File: src/rtl/temp_bcd_formatter.sv
// Turns the temperature sensor's read bytes into sign + BCD degrees + BCD tenths.
// In ID mode the single ID byte is passed straight through instead.
module temp_bcd_formatter #(
    parameter int INT_BITS = 9,
    parameter int DIGITS   = 3
) (
    input  logic                  clk,
    input  logic                  rst,
    input  logic                  id_mode,
    input  logic                  byte_valid,
    input  logic [7:0]            byte_data,
    input  logic                  byte_last,
    output logic                  busy,
    output logic                  out_valid,
    output logic                  out_err,
    output logic                  out_is_id,
    output logic [7:0]            out_id,
    output logic                  out_sign,
    output logic [4*DIGITS-1:0]   out_bcd,
    output logic [3:0]            out_frac
);

    localparam int CW = $clog2(INT_BITS + 1);
    localparam int SW = 4*DIGITS + INT_BITS;

    typedef enum logic [2:0] {
        S_IDLE, S_GET_LSB, S_CALC, S_CONV, S_DONE
    } state_t;

    state_t r_state;
    state_t w_next;

    logic [15:0]          r_raw;
    logic [INT_BITS-1:0]  r_int;
    logic [4*DIGITS-1:0]  r_bcd;
    logic [CW-1:0]        r_cnt;
    logic                 r_sign;
    logic [3:0]           r_frac;

    logic w_id_accept, w_ld_msb, w_ld_lsb, w_calc, w_shift_en, w_done, w_err;

    logic [12:0]          w_t;
    logic [12:0]          w_mag;
    logic [7:0]           w_frac_prod;
    logic [4*DIGITS-1:0]  w_adj;
    logic [SW-1:0]        w_shift;

    // 13-bit reading; magnitude of the most negative code wraps to itself
    assign w_t         = r_raw[15:3];
    assign w_mag       = w_t[12] ? (~w_t + 13'd1) : w_t;
    assign w_frac_prod = {4'd0, w_mag[3:0]} * 8'd10;

    always_comb begin
        w_adj = r_bcd;
        for (int d = 0; d < DIGITS; d++) begin
            if (r_bcd[4*d +: 4] >= 4'd5) begin
                w_adj[4*d +: 4] = r_bcd[4*d +: 4] + 4'd3;
            end
        end
    end

    assign w_shift = {w_adj, r_int} << 1;

    always_ff @(posedge clk) begin
        if (rst) begin
            r_state <= S_IDLE;
        end else begin
            r_state <= w_next;
        end
    end

    always_comb begin
        w_next = r_state;
        unique case (r_state)
            S_IDLE: begin
                if (byte_valid && !id_mode && !byte_last) begin
                    w_next = S_GET_LSB;
                end
            end
            S_GET_LSB: begin
                if (byte_valid) begin
                    w_next = S_CALC;
                end
            end
            S_CALC: w_next = S_CONV;
            S_CONV: begin
                if (r_cnt == CW'(1)) begin
                    w_next = S_DONE;
                end
            end
            S_DONE: w_next = S_IDLE;
            default: w_next = S_IDLE;
        endcase
    end

    always_comb begin
        busy        = (r_state != S_IDLE);
        w_id_accept = 1'b0;
        w_ld_msb    = 1'b0;
        w_ld_lsb    = 1'b0;
        w_calc      = 1'b0;
        w_shift_en  = 1'b0;
        w_done      = 1'b0;
        w_err       = 1'b0;
        unique case (r_state)
            S_IDLE: begin
                w_id_accept = byte_valid && id_mode;
                w_ld_msb    = byte_valid && !id_mode && !byte_last;
                w_err       = byte_valid && !id_mode && byte_last;
            end
            S_GET_LSB: w_ld_lsb = byte_valid;
            S_CALC: begin
                w_calc = 1'b1;
                w_err  = byte_valid;
            end
            S_CONV: begin
                w_shift_en = 1'b1;
                w_err      = byte_valid;
            end
            S_DONE: begin
                w_done = 1'b1;
                w_err  = byte_valid;
            end
            default: ;
        endcase
    end

    always_ff @(posedge clk) begin
        if (rst) begin
            r_raw  <= '0;
            r_int  <= '0;
            r_bcd  <= '0;
            r_cnt  <= '0;
            r_sign <= 1'b0;
            r_frac <= '0;
        end else begin
            if (w_ld_msb) r_raw[15:8] <= byte_data;
            if (w_ld_lsb) r_raw[7:0]  <= byte_data;
            if (w_calc) begin
                r_sign <= w_t[12];
                r_int  <= w_mag[12:4];
                r_frac <= w_frac_prod[7:4];
                r_bcd  <= '0;
                r_cnt  <= CW'(INT_BITS);
            end
            if (w_shift_en) begin
                r_bcd <= w_shift[SW-1 -: 4*DIGITS];
                r_int <= w_shift[INT_BITS-1:0];
                r_cnt <= r_cnt - CW'(1);
            end
        end
    end

    always_ff @(posedge clk) begin
        if (rst) begin
            out_valid <= 1'b0;
            out_err   <= 1'b0;
            out_is_id <= 1'b0;
            out_id    <= '0;
            out_sign  <= 1'b0;
            out_bcd   <= '0;
            out_frac  <= '0;
        end else begin
            out_valid <= w_done || w_id_accept;
            out_err   <= w_err;
            if (w_id_accept) begin
                out_id    <= byte_data;
                out_is_id <= 1'b1;
            end
            if (w_done) begin
                out_sign  <= r_sign;
                out_bcd   <= r_bcd;
                out_frac  <= r_frac;
                out_is_id <= 1'b0;
            end
        end
    end

endmodule
File: config.mk
export PLATFORM = sky130hd
export DESIGN_NAME = temp_bcd_formatter
export DESIGN_NICKNAME = d
export VERILOG_FILES = /design/src/rtl/temp_bcd_formatter.sv
export SDC_FILE = /design/constraint.sdc
export NUM_CORES = 1
export LEC_CHECK = 0
export BUFFER_PORTS_ARGS = -buffer_cell sky130_fd_sc_hd__buf_2
export CORE_MARGIN = 1.5
export CORE_UTILIZATION = 44
export CTS_BUF_LIST = sky130_fd_sc_hd__clkbuf_4
export DETAILED_ROUTE_END_ITERATION = 8
export GPL_ROUTABILITY_DRIVEN = 1
export PLACE_DENSITY = 0.7
export SLEW_MARGIN = 20
export SYNTH_ARGS = -nofsm -noshare
export SYNTH_HDL_FRONTEND = slang
export SYNTH_SLANG_ARGS = --single-unit
File: constraint.sdc
create_clock -name clk -period 2.9 [get_ports clk]
set_input_delay 0.435 -clock clk [delete_from_list [all_inputs] [get_ports clk]]
set_output_delay 0.435 -clock clk [all_outputs]
set_load 0.02 [all_outputs]
Yosys cells after proc, flatten, opt, wreduce, memory -nomap -nowiden
Cells that the tools add are included.
- register bits: 77
- input bits: 13
- output and inout bits: 29
- word-level logic and storage cells: 69
- add/subtract/negate cells: 5
- multiply operators: 1
- magnitude comparators: 3
- equal/unequal tests: 8
- mux-type cells: 21
- bitwise gates (word level): 1
- reductions and logical operators: 14
- operator list (cell ; count):
    $mux 12 ; 2
    $mux 9 ; 2
    $mux 4 ; 4
    $add 13x1->13 const B ; 1
    $mux 13 ; 1
    $not 13->13 ; 1
    $ge 4x3->1 const B ; 3
    $mux 3 ; 4
    $pmux 3 s4 ; 1
    $add 4x2->4 const B ; 2
    $mul 4x3->7 const B ; 1
    $eq 3x2->1 const B ; 2
    $mux 1 ; 6
    $ne 2x2->1 const B ; 3
    $eq 4x1->1 const B ; 1
    $logic_and 1x1->1 ; 4
    $reduce_or 2->1 ; 2
    $sub 4x1->4 const B ; 1
    $add 3x2->3 const B ; 1
    $eq 3x1->1 const B ; 1
    $eq 3x3->1 const B ; 1
    $logic_not 3->1 ; 1
    $reduce_and 3->1 ; 1
    $reduce_bool 3->1 ; 1
    5 further kinds ; 6

Longest topological paths before layout
Gate-level depths: netlist of the first run.
- word-level depth: 5
- depth in mapped cells: 9
- depth with buffers taken out: 9

Worst setup path after synthesis of the first run
OpenSTA, ideal clock, no wires.
- path type: flip-flop to flip-flop
- start: register r_raw[15]
- end: register r_frac[2]
- library setup time: 62 ps
- arrival: 2395 ps
- required time: 2838 ps
- path slack: 443 ps
- stages on the path, launching flop included: 9
- path buffers: 2
- clock period less this slack: 2457 ps
- path through: dfxtp_1 clkbuf_1 clkbuf_1 o21ai_0 ha_1 ha_1 fa_1 or4_1 nand3_1
- longest elaborated chain between the ends: 2
- ends and longest elaborated chain (element ; line ; text):
    start: declaration ; 33 ; logic [15:0] r_raw;
    start signal: assignment ; 137 ; if (w_ld_msb) r_raw[15:8] <= byte_data;
    $mux 13 ; 50 ; assign w_mag = w_t[12] ? (~w_t + 13'd1) : w_t;
    $mul 4x3->7 ; 51 ; assign w_frac_prod = {4'd0, w_mag[3:0]} * 8'd10;
    end signal: assignment ; 142 ; r_frac <= w_frac_prod[7:4];
    end: declaration ; 38 ; logic [3:0] r_frac;
No other way between the ends.
A chain may end at the register's enable or synchronous reset.

Final worst setup path of the first run
- start: register r_raw[3]
- end: register r_frac[2]
- longest elaborated chain between the ends: 4
- ends and longest elaborated chain (element ; line ; text):
    start signal: assignment ; 138 ; if (w_ld_lsb) r_raw[7:0] <= byte_data;
    $not 13->13 ; 50 ;
    $add 13x1->13 ; 50 ;
    $mux 13 (*) ; 50 ;
    $mul 4x3->7 (*) ; 51 ;
Every way passes the cells marked *; elsewhere a longest branch is shown, timed or not.

==> results of run 1 <==
[report_power, final]
group / internal [W] / total, W / leakage (nW) / switching [W]
combinational: 0.0000684 / 0.000191 / 0.878 / 0.000123
clock: 0.000348 / 0.000724 / 0.0816 / 0.000375
sequential: 0.00104 / 0.00106 / 0.598 / 0.0000197
total: 0.00145 / 0.00197 / 1.56 / 0.000518
[cell families after synthesis]
family          Yosys count  share of synthesized area [%]
simple gates            160                           21.9
buf+inv                  41                           4.58
fa+ha+maj                13                           5.03
mux                      20                           5.95
flops                    74                           43.8
xor+xnor                  8                           2.07
compound gates           94                           16.7
[registers in the layout (all words and copies together), names as in the netlist]
name       flops
r_frac         4
r_raw         13
r_int          9
out_bcd       12
r_sign         1
out_id         8
out_err        1
out_valid      1
out_is_id      1
r_state        3
out_frac       4
r_cnt          4
r_bcd         12
out_sign       1
[per-layer routing]
metal	track usage, %	vias up	wire length [µm]
met1	25.2	1379	3490
met3	6.73	6	488
met4	3.17	0	63
met5	0	-	0
met2	32.6	72	3530
li1	-	1486	-
[area by class of cell]
class                   count  share of cell area, %
flip-flops and latches     74                   38.6
inverters                  18                   1.76
well taps                  99                   3.23
clock buffers               9                   1.76
multi-input cells         295                   45.5
clock inverters             7                   2.41
repair buffers             48                   6.71
[through the flow]
stage          cells  setup WS [ns]  power (W)  hold slack (ns)
3_3_place_gp     534          0.440    0.00127            0.441
6_report         550          0.337    0.00197            0.260
2_1_floorplan    410          0.443    0.00121            0.432
4_1_cts          550          0.332    0.00200            0.226
3_5_place_dp     534          0.362    0.00127            0.443
5_1_grt          550          0.200    0.00207            0.218
[worst max path at each step]
stage	cells past startpoint	to	start
after CTS	8	r_frac[2]	r_raw[3]
after global routing	8	r_frac[2]	r_raw[3]
after detailed placement	8	r_frac[2]	r_raw[3]
final	8	r_frac[2]	r_raw[3]
after global placement	8	r_frac[2]	r_raw[3]
after floorplan	8	r_frac[2]	r_raw[15]
[cell usage after synthesis, types with 2 or more instances]
cell type,count
nor4_1,2
xor2_1,4
mux2i_1,19
a22o_1,8
buf_1,3
nand3_1,11
nand2b_1,10
and2_1,2
o41ai_1,3
a21oi_1,50
dfxtp_1,74
clkbuf_1,19
nand2_1,75
a211oi_1,2
and3_1,4
o31ai_1,3
nor2b_1,2
nor2_1,26
or4_1,3
inv_1,17
nor3_1,11
or3_1,6
o21ai_0,15
ha_1,12
xnor2_1,4
a31oi_1,4
[critical path, cell delays in order, from the launching register on]
cell,delay (ns)
dfxtp_1,0.37
o31ai_1,0.30
xor2_1,0.27
inv_1,0.07
ha_1,0.28
ha_1,0.22
fa_1,0.39
or4_1,0.52
nand3_1,0.09
==> impl_metrics.toml, run 1 <==
[critical_path]
path_class = "reg -> reg"
worst-r2r-cell-count = 8
reg2reg_to = "r_frac[2]"
cp-start-kind = "flip-flop"
cp_max_fo = 6
crit_required_ns = 3.26
r2r-start = "r_raw[3]"
crit_path_end_kind = "flip-flop"
crit_arrival_ns = 2.92
r2r_slack_ns = 0.34

[sta]
drv_slew = 0
period_share_pct = 88.4
tightest_slew_ns = 0.659
rsz0062_at_grt = "false"
maxSlewHeadroom_pct = 56.1
fin_skew_ns = 0.0121
setup_viol = 0
hold_viol = 0
tns_ns = 0
finalCriticalPeriod_ns = 2.56
fmax_ghz = 0.390

[clock_tree]
hold_buffers = 0
cts_setup_buffers = 0
numCtsBuffers = 9
clk_latency_ns = 0.41
cts_resized = 0
cts-htree-levels = 3
cts_max_path_buffers = 2
cts.sinks = 74
cts_tree = "built"
root_buffer = "clkbuf_4"
path_clk_slew_ns = 0.12

[synth]
async_reset_ff_share_pct = 0
synth_top_area_share_pct = 43.8
syn_inst = 410
synth_warnings = 0
yosysSeqAreaShare_pct = 43.8
synth_edf_count = 0
synth.avg_cell_area_um2 = 8.25
synth-seq-cells = 74
netlist_area_um2 = 3380
yosysTopAreaCell = "dfxtp_1"
syn_nets = 436
synth_area_leaders = "dfxtp_1 (44%), nand2_1 (8.3%), a21oi_1 (7.4%), mux2i_1 (5.6%), ha_1 (4.4%)"
synth_cell_types = 47
synthFlopType = "dfxtp_1"

[job]
maxCapViolations = 0

[finish]
diodes = 0
multi_input_area_um2 = 1750
final_cell_mix = "nand2_1 (75), dfxtp_1 (74), a21oi_1 (50), buf_2 (41), nor2_1 (26)"
regArea_um2 = 1480
fill_cells = 705
layout_commonest_cell = "nand2_1"
final_area_um2 = 3840
post_route_cells_drive_above_1_share_pct = 14.6
fin_nets = 472
fin_util_pct = 52.4
syn2layout_area_growth_pct = 13.4

[drt]
viasPerCell = 5.35
drc_errors = 0
wl_per_cell_um = 13.8
dr.pass1.iters = 5
vias = 2943
drtIter0Drc = 165
drtAntennaViolNets = 0
routed_wl_mm = 7.57

[die]
core_area_um2 = 7330
design.die.area_um2 = 8230
start_util_pct = 46.2
io-pin-count = 42
die_h_um = 90.7
die_w_um = 90.7
num_rows = 31

[hold_path]
min_from = "byte_data[0]"
hold_depth = 3
hold_path_class = "in -> reg"
whs_endpoint = "r_raw[8]"

[placement]
io_buffer_count = 41
place.gp.congestion = 0.870
hpwl_mm = 5.31
placed_area_um2 = 3680

[grt]
grt_pass1_wl_mm = 12.8
grt_max_degree = 37
antenna_found_initial = 0
groute.usage.overall_pct = 19.7
overflow = 0
grt_pass1_vias = 2628

[pwr]
pwr_density_cell_nw_per_um2 = 514
ir_drop_uv = 305
p_leak_nw = 1.56

[outcome]
outcome = "complete, no violations"
No activity file was read; power rests on OpenSTA's default activity.
==> run 2, diff against run 1 <==
BUFFER_PORTS_ARGS = -buffer_cell sky130_fd_sc_hd__buf_4   (was -buffer_cell sky130_fd_sc_hd__buf_2)
clock period = 2.55 ns   (was 2.9 ns; I/O delays follow)
==> run 2 against run 1 <==
  * Final area grew 2.6%
  * Sequential share of layout area down 0.80 points
  * Critical path depth stayed put
  * Die area stayed put
  * Hold slack got worse by 0.055 ns
  * First-iteration DRC count shrank 23%
  * Clock power rose by 0.7%
  * Fmax up 3.8%
  * Critical endpoint unchanged
==> impl_metrics.toml, run 2 (same netlist as run 1, synthesis figures left out) <==
[pwr]
combPwrFrac_pct = 10.6
power.net_switching_w = 0.000595
p_leak_nw = 1.55
intPower_w = 0.00156
pwr_density_cell_nw_per_um2 = 548
sequentialPowerShare_pct = 55.6
swShare_pct = 27.6
ir_drop_uv = 361
clkPwrFrac_pct = 33.8

[critical_path]
path_class = "reg -> reg"
crit_arrival_ns = 2.84
cp_max_fo = 6
startpoint = "r_raw[3]"
crit_path_end_kind = "flip-flop"
r2r-start = "r_raw[3]"
cp-start-kind = "flip-flop"
crit_required_ns = 2.92

[drt]
drtAntennaViolNets = 0
viasPerCell = 5.32
drtIter0Drc = 127
wl_per_cell_um = 13.8
dr.pass1.iters = 4
drc_errors = 0
routed_wl_mm = 7.58
vias = 2931

[clock_tree]
root_buffer = "clkbuf_4"
hold_buffers = 0
numCtsBuffers = 9
cts_tree = "built"
cts_setup_buffers = 0
clk_latency_ns = 0.42
cts-htree-levels = 3
cts_max_path_buffers = 2
cts.sinks = 74
path_clk_slew_ns = 0.12

[die]
num_rows = 31
core_area_um2 = 7330
die_h_um = 90.7
design.die.area_um2 = 8230
start_util_pct = 46.2
die_w_um = 90.7
io-pin-count = 42

[sta]
setup_viol = 0
fmax_ghz = 0.405
fin_skew_ns = 0.0127
period_share_pct = 96.9
tns_ns = 0
hold_viol = 0
finalCriticalPeriod_ns = 2.47
drv_slew = 0
setup_ws_ns = 0.0799
tightest_slew_ns = 0.642
maxSlewHeadroom_pct = 57.2
rsz0062_at_grt = "false"

[hold_path]
hold_path_class = "in -> reg"
min_from = "byte_data[0]"

[grt]
groute.usage.overall_pct = 19.6
antenna_found_initial = 0
grt_pass1_wl_mm = 12.9
grt_max_degree = 40
grt_pass1_vias = 2776
overflow = 0

[finish]
largest_reg_flops = 13
largestRegisters = "r_raw x13, out_bcd x12, r_bcd x12"
final_cell_mix = "nand2_1 (75), dfxtp_1 (72), a21oi_1 (50), buf_4 (49), nor2_1 (26)"
layout_commonest_cell = "nand2_1"
syn2layout_area_growth_pct = 16.4
top_register = "r_raw"
fin_nets = 473
final_cells = 551
post_route_cells_drive_above_1_share_pct = 16.2
diodes = 0
fill_cells = 721

[placement]
io_buffer_count = 41
place.gp.congestion = 0.843
dpl_worst_slack_ns = 0.0522
dp_cells = 535
hpwl_mm = 5.33

[outcome]
outcome = "complete, no violations"

[job]
maxCapViolations = 0
run 2: cell count changes in the layout (fill, tap and decap cells not counted), sizes merged:
cell	before	now
clkinvlp	1	2
bufinv	2	1
buf	48	49
run 2: critical path, cell delays in order, from the launching register on:
cell,delay [ns]
dfxtp_4,0.38
o31ai_2,0.27
xor2_1,0.21
inv_1,0.06
ha_1,0.30
ha_2,0.20
fa_1,0.37
or4_1,0.54
nand3_1,0.09
run 2: timing repair:
item	CTS	global route
setup endpoints to repair	0	1
gates resized for setup	0	6
hold endpoints to repair	0	0
run 2: metrics by stage:
step                      hold WS (ns)  total power, W  utilization (%)  instance area (µm²)
after CTS                        0.188         0.00218             53.5                 3930
after global routing             0.204         0.00226             53.7                 3940
after detailed placement         0.449         0.00146             51.7                 3790
after floorplan                  0.432         0.00138                -                 3380
final                            0.206         0.00216             53.7                 3940
after global placement           0.443         0.00145             51.7                 3790
run 2: final timing paths:
kind	depth (start not counted)	endpoint	slack [ns]
min reg2reg	2	out_bcd[7]	0.46
max	8	r_frac[2]	0.08
max reg2reg	8	r_frac[2]	0.08
min	3	r_raw[8]	0.21
run 2: layout make-up:
cell class                      instances  area (µm²)  area share [%]
Sequential cell                        74        1490            37.8
Clock buffer                            9        67.6            1.71
Tap cell                               99         124            3.14
Inverter                               18        67.6            1.71
Clock inverter                          7        68.8            1.75
Timing Repair Buffer                   49         368            9.34
Multi-Input combinational cell        295        1760            44.6
run 2: per-layer routing:
metal  track usage, %  wire length [µm]
met1             24.8              3460
met2             32.2              3710
met3             4.38               367
met4             7.54                44
met5                0                 0
run 2: power by group through the flow:
| stage | combinational [W] | clock [W] | sequential, W |
|---|---|---|---|
| after detailed placement | 0.000229 | 0 | 0.00123 |
| after floorplan | 0.000144 | 0 | 0.00123 |
| after global placement | 0.000226 | 0 | 0.00123 |
| after global routing | 0.000256 | 0.000797 | 0.00121 |
| final | 0.000229 | 0.000729 | 0.00120 |
| after CTS | 0.000231 | 0.000745 | 0.00120 |
==> run 3, diff against run 2 <==
PLACE_DENSITY = 0.73   (was 0.7)
clock period = 2 ns   (was 2.55 ns; I/O delays follow)
==> run 3 against run 2 <==
  * The flow now finishes with violations (negative setup slack)
  * Largest power group unchanged
  * Setup slack lost 0.37 ns
  * Hold slack lost 0.089 ns
  * Sequential power grew 28%
  * Clock skew grew 0.0057 ns
  * Die area is the same
  * Register-to-register slack lost 0.37 ns
  * Highest routed layer unchanged
  * Fmax grew 7.9%
  * Total power grew 23%
  * Combinational power grew 52%
  * Utilization grew 3.6 points
==> impl_metrics.toml, run 3 (same netlist as run 1, synthesis figures left out) <==
[clock_tree]
root_buffer = "clkbuf_4"
cts_tree = "built"
clk_latency_ns = 0.42
path_clk_slew_ns = 0.12
numCtsBuffers = 9
cts-htree-levels = 3
cts_max_path_buffers = 2
cts.sinks = 74

[drt]
viasPerCell = 5.25
vias = 3031
drtAntennaViolNets = 0
wl_per_cell_um = 13.8
dr.pass1.iters = 4
drtIter0Drc = 185
routed_wl_mm = 7.94
drc_errors = 0

[finish]
diodes = 0
fin_nets = 499
regArea_um2 = 1490
fill_cells = 693
syn2layout_area_growth_pct = 24.1
layout_commonest_cell = "nand2_1"
final_cells = 577
final_cell_mix = "nand2_1 (75), buf_4 (74), dfxtp_1 (71), a21oi_1 (50), nor2_1 (26)"
multi_input_area_um2 = 1840
largestRegisters = "r_raw x13, out_bcd x12, r_bcd x12"
post_route_cells_drive_above_1_share_pct = 23.0
largest_reg_flops = 13
top_register = "r_raw"

[die]
io-pin-count = 42
core_area_um2 = 7330
start_util_pct = 46.2
num_rows = 31
die_w_um = 90.7
design.die.area_um2 = 8230
die_h_um = 90.7

[pwr]
combPwrFrac_pct = 13.1
power_w = 0.00266
ir_drop_uv = 465
pwr_density_cell_nw_per_um2 = 633
sequentialPowerShare_pct = 57.5
p_leak_nw = 1.71
clkPwrFrac_pct = 29.4
swShare_pct = 28.4
power.net_switching_w = 0.000755
intPower_w = 0.00190

[hold_path]
hold_path_class = "in -> reg"

[sta]
finalCriticalPeriod_ns = 2.29
tightest_slew_ns = 0.611
fin_skew_ns = 0.0184
fmax_ghz = 0.437
rsz0062_at_grt = "true"
hold_viol = 0
setup_viol = 3
maxSlewHeadroom_pct = 59.2
period_share_pct = 114
setup_ws_ns = -0.288
drv_slew = 0

[job]
maxCapViolations = 0

[placement]
dp_cells = 554
io_buffer_count = 41
place.gp.congestion = 0.810
hpwl_mm = 5.63

[critical_path]
cp_max_fo = 2
crit_arrival_ns = 2.66
path_class = "reg -> reg"
crit_path_end_kind = "flip-flop"
crit_required_ns = 2.37
cp-start-kind = "flip-flop"

[grt]
grt_pass1_wl_mm = 13.3
grt_pass1_vias = 2824
overflow = 0
antenna_found_initial = 0
grt_max_degree = 38
groute.usage.overall_pct = 20.0

[outcome]
outcome = "finished, violations left"
failed_checks = "negative setup slack"
## run 3: changes by cell type in the layout (fill, tap and decap cells not counted), moves of 2 or more
cell / delta
o21ai_0: -2
dfxtp_2: +2
or4_1: -2
ha_4: +2
buf_4: +25
or3_4: +2
or3_1: -2
or4_4: +2
## run 3: worst max-delay path: stages (launching register included)
cell and delay [ns]:
dfxtp_2 0.36, o31ai_4 0.24, xor2_1 0.21, inv_1 0.11, ha_4 0.25, ha_4 0.16
fa_2 0.35, or4_4 0.49, nand3_2 0.07
## run 3: layout make-up
class / instances / area share (%)
sequential: 74 / 35.4
multi-input combinational: 295 / 43.9
inverter: 18 / 1.61
timing repair buffer: 75 / 13.5
clock inverter: 7 / 1.04
tap: 99 / 2.95
clock buffer: 9 / 1.61
## run 3: layer usage
layer / vias to the layer above / part of all wire [%] / global-route usage, %
met5: - / 0 / 0
li1: 1544 / - / -
met2: 66 / 50 / 34.1
met4: 0 / 0.63 / 5.82
met1: 1417 / 45 / 24.7
met3: 4 / 4.4 / 4.80
## run 3: per-stage QoR
| stage | utilization (%) | setup TNS (ns) | instance area, µm² | hold WS (ns) | setup slack [ns] |
|---|---|---|---|---|---|
| detailed placement | 53.8 | -0.540 | 3940 | 0.447 | -0.404 |
| floorplan | - | -0.345 | 3400 | 0.432 | -0.276 |
| global route | 57.3 | -0.683 | 4200 | 0.107 | -0.353 |
| CTS | 56.2 | -0.437 | 4120 | 0.0887 | -0.326 |
| global placement | 53.8 | -0.385 | 3940 | 0.441 | -0.318 |
| finish | 57.3 | -0.458 | 4200 | 0.117 | -0.288 |
## run 3: timing repair
action | in CTS | in global routing
hold buffers | 0 | 0
gates resized for setup | 7 | 12
pin swaps | 9 | 7
setup buffers | 5 | 2
setup endpoints to repair | 4 | 7
## run 3: final timing paths
path / cells past startpoint / to / start / slack (ns)
worst max-delay path: 8 / r_frac[2] / r_raw[5] / -0.29
worst min-delay path: 3 / r_raw[8] / byte_data[0] / 0.12
worst max register to register: 8 / r_frac[2] / r_raw[5] / -0.29
worst min register to register: 2 / r_sign / r_sign / 0.46
## run 3: power groups by stage
stage	combinational, W	sequential [W]	clock (W)
final	0.000349	0.00153	0.000782
after floorplan	0.000184	0.00157	0
after global placement	0.000314	0.00156	0
after CTS	0.000336	0.00153	0.000807
after detailed placement	0.000321	0.00156	0
after global routing	0.000382	0.00153	0.000861
